$ cat src/rtl/apb_pkg.sv
// rtl/apb_pkg.sv - APB requester state encoding shared with APB_slave verification.
package apb_pkg;

  localparam logic [1:0] APB_IDLE   = 2'd0;
  localparam logic [1:0] APB_SETUP  = 2'd1;
  localparam logic [1:0] APB_ACCESS = 2'd2;

  typedef enum logic [1:0] {
    IDLE   = APB_IDLE,
    SETUP  = APB_SETUP,
    ACCESS = APB_ACCESS
  } apb_state_e;

endpackage

$ cat src/rtl/apb_wait_timer.sv
// rtl/apb_wait_timer.sv - saturating wait-state counter; expired flags the cycle that reaches limit.
module apb_wait_timer #(
  parameter int W = 5
) (
  input  logic         clk,
  input  logic         rst_n,
  input  logic         clear,
  input  logic         enable,
  input  logic [W-1:0] limit,
  output logic         expired
);

  logic [W-1:0] count;
  logic [W:0]   bumped;

  assign bumped = {1'b0, count} + (W+1)'(1);

  // Combinational so the abort lands on the same edge as the limit-th idle cycle.
  assign expired = enable && (bumped >= {1'b0, limit});

  always_ff @(posedge clk or negedge rst_n) begin
    if (!rst_n) begin
      count <= '0;
    end else if (clear) begin
      count <= '0;
    end else if (enable && (count != limit)) begin
      count <= bumped[W-1:0];
    end
  end

endmodule

$ cat src/rtl/apb_master.sv
// rtl/apb_master.sv - single-outstanding APB requester; optional abort under APB_MASTER_TIMEOUT_EN.
module apb_master
  import apb_pkg::*;
#(
  parameter int A_WIDTH        = 8,
  parameter int D_WIDTH        = 8,
  parameter int TIMEOUT_CYCLES = 16
) (
  input  logic               p_clk,
  input  logic               p_rstn,
  input  logic               cmd_valid,
  output logic               cmd_ready,
  input  logic               cmd_write,
  input  logic [A_WIDTH-1:0] cmd_addr,
  input  logic [D_WIDTH-1:0] cmd_wdata,
  output logic               rsp_valid,
  output logic [D_WIDTH-1:0] rsp_rdata,
  output logic               rsp_err,
  output logic               rsp_timeout,
  output logic               p_sel,
  output logic               p_enable,
  output logic               p_write,
  output logic [A_WIDTH-1:0] p_addr,
  output logic [D_WIDTH-1:0] wr_data,
  input  logic [D_WIDTH-1:0] rd_data,
  input  logic               p_ready,
  input  logic               p_slverr
);

  apb_state_e state;

`ifdef APB_MASTER_TIMEOUT_EN
  localparam int CW = $clog2(TIMEOUT_CYCLES + 1);

  logic expired;

  apb_wait_timer #(
    .W(CW)
  ) u_wait_timer (
    .clk     (p_clk),
    .rst_n   (p_rstn),
    .clear   (state == SETUP),
    .enable  ((state == ACCESS) && !p_ready),
    .limit   (CW'(TIMEOUT_CYCLES)),
    .expired (expired)
  );
`else
  assign rsp_timeout = 1'b0;
`endif

  // Ready also in the completing ACCESS cycle so back-to-back transfers skip IDLE.
  assign cmd_ready = p_rstn && ((state == IDLE) || ((state == ACCESS) && p_ready));

  always_ff @(posedge p_clk or negedge p_rstn) begin
    if (!p_rstn) begin
      state     <= IDLE;
      p_sel     <= 1'b0;
      p_enable  <= 1'b0;
      p_write   <= 1'b0;
      p_addr    <= '0;
      wr_data   <= '0;
      rsp_valid <= 1'b0;
      rsp_rdata <= '0;
      rsp_err   <= 1'b0;
`ifdef APB_MASTER_TIMEOUT_EN
      rsp_timeout <= 1'b0;
`endif
    end else begin
      rsp_valid <= 1'b0;
      case (state)
        IDLE: begin
          if (cmd_valid) begin
            p_write <= cmd_write;
            p_addr  <= cmd_addr;
            wr_data <= cmd_wdata;
            p_sel   <= 1'b1;
            state   <= SETUP;
          end
        end
        SETUP: begin
          p_enable <= 1'b1;
          state    <= ACCESS;
        end
        ACCESS: begin
          if (p_ready) begin
            rsp_valid <= 1'b1;
            rsp_err   <= p_slverr;
            rsp_rdata <= (!p_write && !p_slverr) ? rd_data : '0;
`ifdef APB_MASTER_TIMEOUT_EN
            rsp_timeout <= 1'b0;
`endif
            if (cmd_valid) begin
              p_write  <= cmd_write;
              p_addr   <= cmd_addr;
              wr_data  <= cmd_wdata;
              p_enable <= 1'b0;
              state    <= SETUP;
            end else begin
              p_sel    <= 1'b0;
              p_enable <= 1'b0;
              state    <= IDLE;
            end
          end
`ifdef APB_MASTER_TIMEOUT_EN
          else if (expired) begin
            p_sel       <= 1'b0;
            p_enable    <= 1'b0;
            rsp_valid   <= 1'b1;
            rsp_err     <= 1'b1;
            rsp_timeout <= 1'b1;
            rsp_rdata   <= '0;
            state       <= IDLE;
          end
`endif
        end
        default: begin
          p_sel    <= 1'b0;
          p_enable <= 1'b0;
          state    <= IDLE;
        end
      endcase
    end
  end

endmodule

$ cat config.mk
export PLATFORM = sky130hd
export DESIGN_NAME = apb_master
export DESIGN_NICKNAME = d
export VERILOG_FILES = /design/src/rtl/apb_pkg.sv /design/src/rtl/apb_wait_timer.sv /design/src/rtl/apb_master.sv
export SDC_FILE = /design/constraint.sdc
export NUM_CORES = 1
export LEC_CHECK = 0
export ABC_AREA = 1
export BUFFER_PORTS_ARGS = -buffer_cell sky130_fd_sc_hd__buf_2
export CAP_MARGIN = 20
export CELL_PAD_IN_SITES_DETAIL_PLACEMENT = 1
export CELL_PAD_IN_SITES_GLOBAL_PLACEMENT = 1
export CORE_UTILIZATION = 34
export DETAILED_ROUTE_END_ITERATION = 12
export PLACE_DENSITY = 0.8
export SLEW_MARGIN = 20
export SYNTH_ARGS = -nofsm -noshare
export SYNTH_HDL_FRONTEND = slang
export SYNTH_HIERARCHICAL = 1
export SYNTH_SLANG_ARGS = --single-unit
$ cat constraint.sdc
create_clock -name p_clk -period 3.1 [get_ports p_clk]
set_clock_uncertainty 0.05 [all_clocks]
set_input_delay 0.465 -clock p_clk [delete_from_list [all_inputs] [get_ports p_clk]]
set_output_delay 0.465 -clock p_clk [all_outputs]
set_load 0.02 [all_outputs]
==> run summary <==
The number of antenna diodes in the final layout is 0. The initial core utilization is 36.8%, and the final number of max-transition violations is 0. After clock tree synthesis, the repair step resized 0 gates. The area used by multi-input combinational logic came out at 428 sq um. The cell accounting for the most synthesized area was sky130_fd_sc_hd__dfrtp_1. The average via count per standard cell came out at 4.61. The detailed router placed 1134 vias in this run.

The root buffer cell chosen for the clock tree is sky130_fd_sc_hd__clkbuf_8. The first global-routing pass estimated 5250 um of wire. In this run the remaining antenna-violating nets after routing total 0. After detailed routing, the number of remaining DRC violations is 0. Number of flops mapped to enable cells by yosys: 0.

For the maximum vdd drop, the log shows 0.000326 V. The distinct cell type count of the synthesized netlist was 17. The sink count of the clock tree is 31, and the count of nets after finishing is 229.

For the number of detailed-route iterations in the first pass, the log shows 4. The number of input and output port buffers inserted was 59; the register cell area after layout was 776 sq um. The worst hold path class was input pin to asynchronous set/reset pin.

The run gives 3080 um as the routed wire length. The slew at the pin with the worst max-slew slack was 0.529 ns. Counting along the longest clock path gives a buffer depth of 2. On the final layout, the worst hold slack is 0.158 ns. The via count of the first global-routing pass is 1129.

The number of antenna violations at the first check in global routing was 0. The run gives 17.5% as the total global-route track usage. Counting stages on the worst path, the most repeated cell is sky130_fd_sc_hd__nor2_1.

The clock-pin slew of the registers on the worst-case setup and hold paths is 0.06 ns, and the final HPWL from detailed placement is 2350 um. The path length in cells of the critical path was 6; the maximum achievable frequency was 474 MHz. The floorplan die area is 3980 sq um.

The critical path goes through inv_2 -> nand3_2 -> inv_1 -> nor2_1 -> nor2_1 -> buf_2. The design draws 1.25 mW. The number of hold buffers added after CTS was 0.

For the worst setup path, the data required time is 2.58 ns. The total of max-cap violations is 0, and the count of buffer and inverter cells on the critical path is 3. The number of endpoints with negative hold slack in the final report was 0; the number of flip-flops and latches in the synthesized netlist was 31. After layout, the worst path uses 68.0% of the clock period. The wire length per cell after detailed routing was 12.5 um.

The worst setup path is launched from a flip-flop. After floorplanning, the core was sized to cover 3440 sq um. Final core utilization: 48.5%. The largest net degree at the start of global routing was 33; the final weighted congestion of routability-driven global placement was 0.692. The critical path is of the flip-flop to output port type. For the count of endpoints failing setup in the final report, the log shows 0. The most frequently used flop master after synthesis is sky130_fd_sc_hd__dfrtp_1. The synthesized netlist occupies a cell area of 1270 sq um. For the deepest level of the CTS H-tree, the log shows 2. Compared with the post-synthesis result, the final layout area differs by 31.6%.

Setup repair after global routing left no endpoint under its margin. The I/O pin count is 61, and the share of post-route cells with drive strength above 1 is 36.0%. After synthesis, the cell types taking the most area are sky130_fd_sc_hd__dfrtp_1 (61%), sky130_fd_sc_hd__nand2_1 (17%), sky130_fd_sc_hd__nand3_1 (6.7%), sky130_fd_sc_hd__o21ai_0 (3.2%), sky130_fd_sc_hd__buf_4 (2.4%). The number of DRC markers in iteration 0 is 51.

Counting instances in the post-synthesis netlist gives the leading cell types as sky130_fd_sc_hd__nand2_1 (56), sky130_fd_sc_hd__dfrtp_1 (31), sky130_fd_sc_hd__nand3_1 (17). In this run the static leakage power is 0.954 nW. Counting cells, the worst reg-to-reg path comes to 4. Worst max-slew margin expressed relative to the limit: 64.6%. The power per cell area was 747 nW/um^2. Among all stages on the critical path, the largest delay is contributed by sky130_fd_sc_hd__dfrtp_1. Buffers inserted during clock tree synthesis total 5. The top cell type by area accounts for 61.2% of the synthesized area. The sequential cell area fraction in the yosys report is 61.2%.

Clock latency on the worst-skew pair, taken at its later pin, is 0.27 ns. Data on the critical path arrives at its endpoint at 1.59 ns. After filler insertion, the fill cell instance count of the layout stands at 446.

For this run, the number of Yosys warnings is 6. TritonCTS built the clock tree. Post-CTS timing repair inserted 0 buffers for setup. The floorplan step set the die width to 63.1 um.

Share of synthesized registers carrying an async set or reset: 100%. In the synthesized netlist, the number of instances is 137. The worst stage delay on the critical path is 0.43 ns.

The worst setup path is captured at an output port. The cell with the most instances after synthesis was sky130_fd_sc_hd__nand2_1. After floorplanning, the core was divided into 21 placement rows. The flow ran to the end, and the final reports show no timing, DRC or antenna violations. The number of nets in the synthesized netlist is 167. The die span in y is 63.1 um, and the average cell area after synthesis is 9.25 sq um.

Summed over all layers, the global routing overflow is 0. For the finished layout, the period the worst path requires is 2.11 ns. The largest fanout of any net on the critical path works out to 18. The final total negative setup slack was 0 ns. The top cell family by delay on the critical path is buffers and inverters.
-- state kept, by name, indices dropped and copies added (netlist names) --
| signal | flops |
|---|---|
| p_addr | 8 |
| rsp_rdata | 8 |
| wr_data | 8 |
| state | 2 |
| p_enable | 1 |
| p_sel | 1 |
| p_write | 1 |
| rsp_err | 1 |
| rsp_valid | 1 |
-- metal layers --
layer,GRT usage [%],vias to the layer above,part of all wire (%)
li1,-,554,-
met1,21.9,535,44
met2,27.8,43,50
met3,6.88,2,6.2
met4,5.23,0,0.39
met5,0,-,0
-- final timing paths --
path                                             start                        to  slack (ns)
worst max register to register    state[0]$_DFFE_PN0P_     p_addr[1]$_DFFE_PN0P_        1.70
max in group asynchronous                       p_rstn  rsp_rdata[7]$_DFFE_PN0P_        2.55
worst max-delay path              state[0]$_DFFE_PN0P_                 cmd_ready        0.99
worst min register to register  wr_data[7]$_DFFE_PN0P_    wr_data[7]$_DFFE_PN0P_        0.43
worst min-delay path                            p_rstn  rsp_rdata[0]$_DFFE_PN0P_        0.16
min in group p_clk                         cmd_addr[4]     p_addr[4]$_DFFE_PN0P_        0.37
-- cell type report --
cell class	count	area share [%]
Multi-Input combinational cell	95	25.7
Clock inverter	1	0.300
Clock buffer	7	4.58
Inverter	6	1.35
Sequential cell	31	46.5
Tap cell	46	3.45
Timing Repair Buffer	60	18.2
-- metrics by stage --
| step | cell area [sq um] | cells | setup WS (ns) |
|---|---|---|---|
| floorplan | 1270 | 137 | 1.53 |
| global placement | 1590 | 238 | 1.31 |
| detailed placement | 1590 | 238 | 1.24 |
| CTS | 1670 | 246 | 0.974 |
| global route | 1670 | 246 | 0.827 |
| finish | 1670 | 246 | 0.991 |
-- cells by family (layout without fill, tap and decap cells) --
family	after synthesis	count (layout)	share of synthesized area, %
other	1	1	0.296
DFF	31	31	61.2
and+or+nand+nor	84	84	29.5
buffers and inverters	11	74	5.03
AOI/OAI and AO/OA	10	10	3.95
-- cell usage in the layout, fill, tap and decap left out, drive strengths merged --
master	n
or2	1
nor2	7
a21oi	1
buf	60
dfrtp	31
nand3	19
nand2	57
conb	1
clkbuf	7
o21ai	9
inv	6
clkinv	1
-- report_power, final --
| part | switching, mW | total, mW | leakage [nW] | internal (mW) |
|---|---|---|---|---|
| registers | 0.0581 | 0.561 | 0.390 | 0.503 |
| clock network | 0.134 | 0.291 | 0.0422 | 0.157 |
| logic | 0.264 | 0.395 | 0.522 | 0.130 |
| total | 0.456 | 1.25 | 0.954 | 0.790 |
-- worst reg2reg max path, delay by kind of cell, from the launching register on --
family / cells / cell delay [ns]
DFF: 1 / 0.43
and+or+nand+nor: 4 / 0.81
Power figures use the tool's default switching activity.
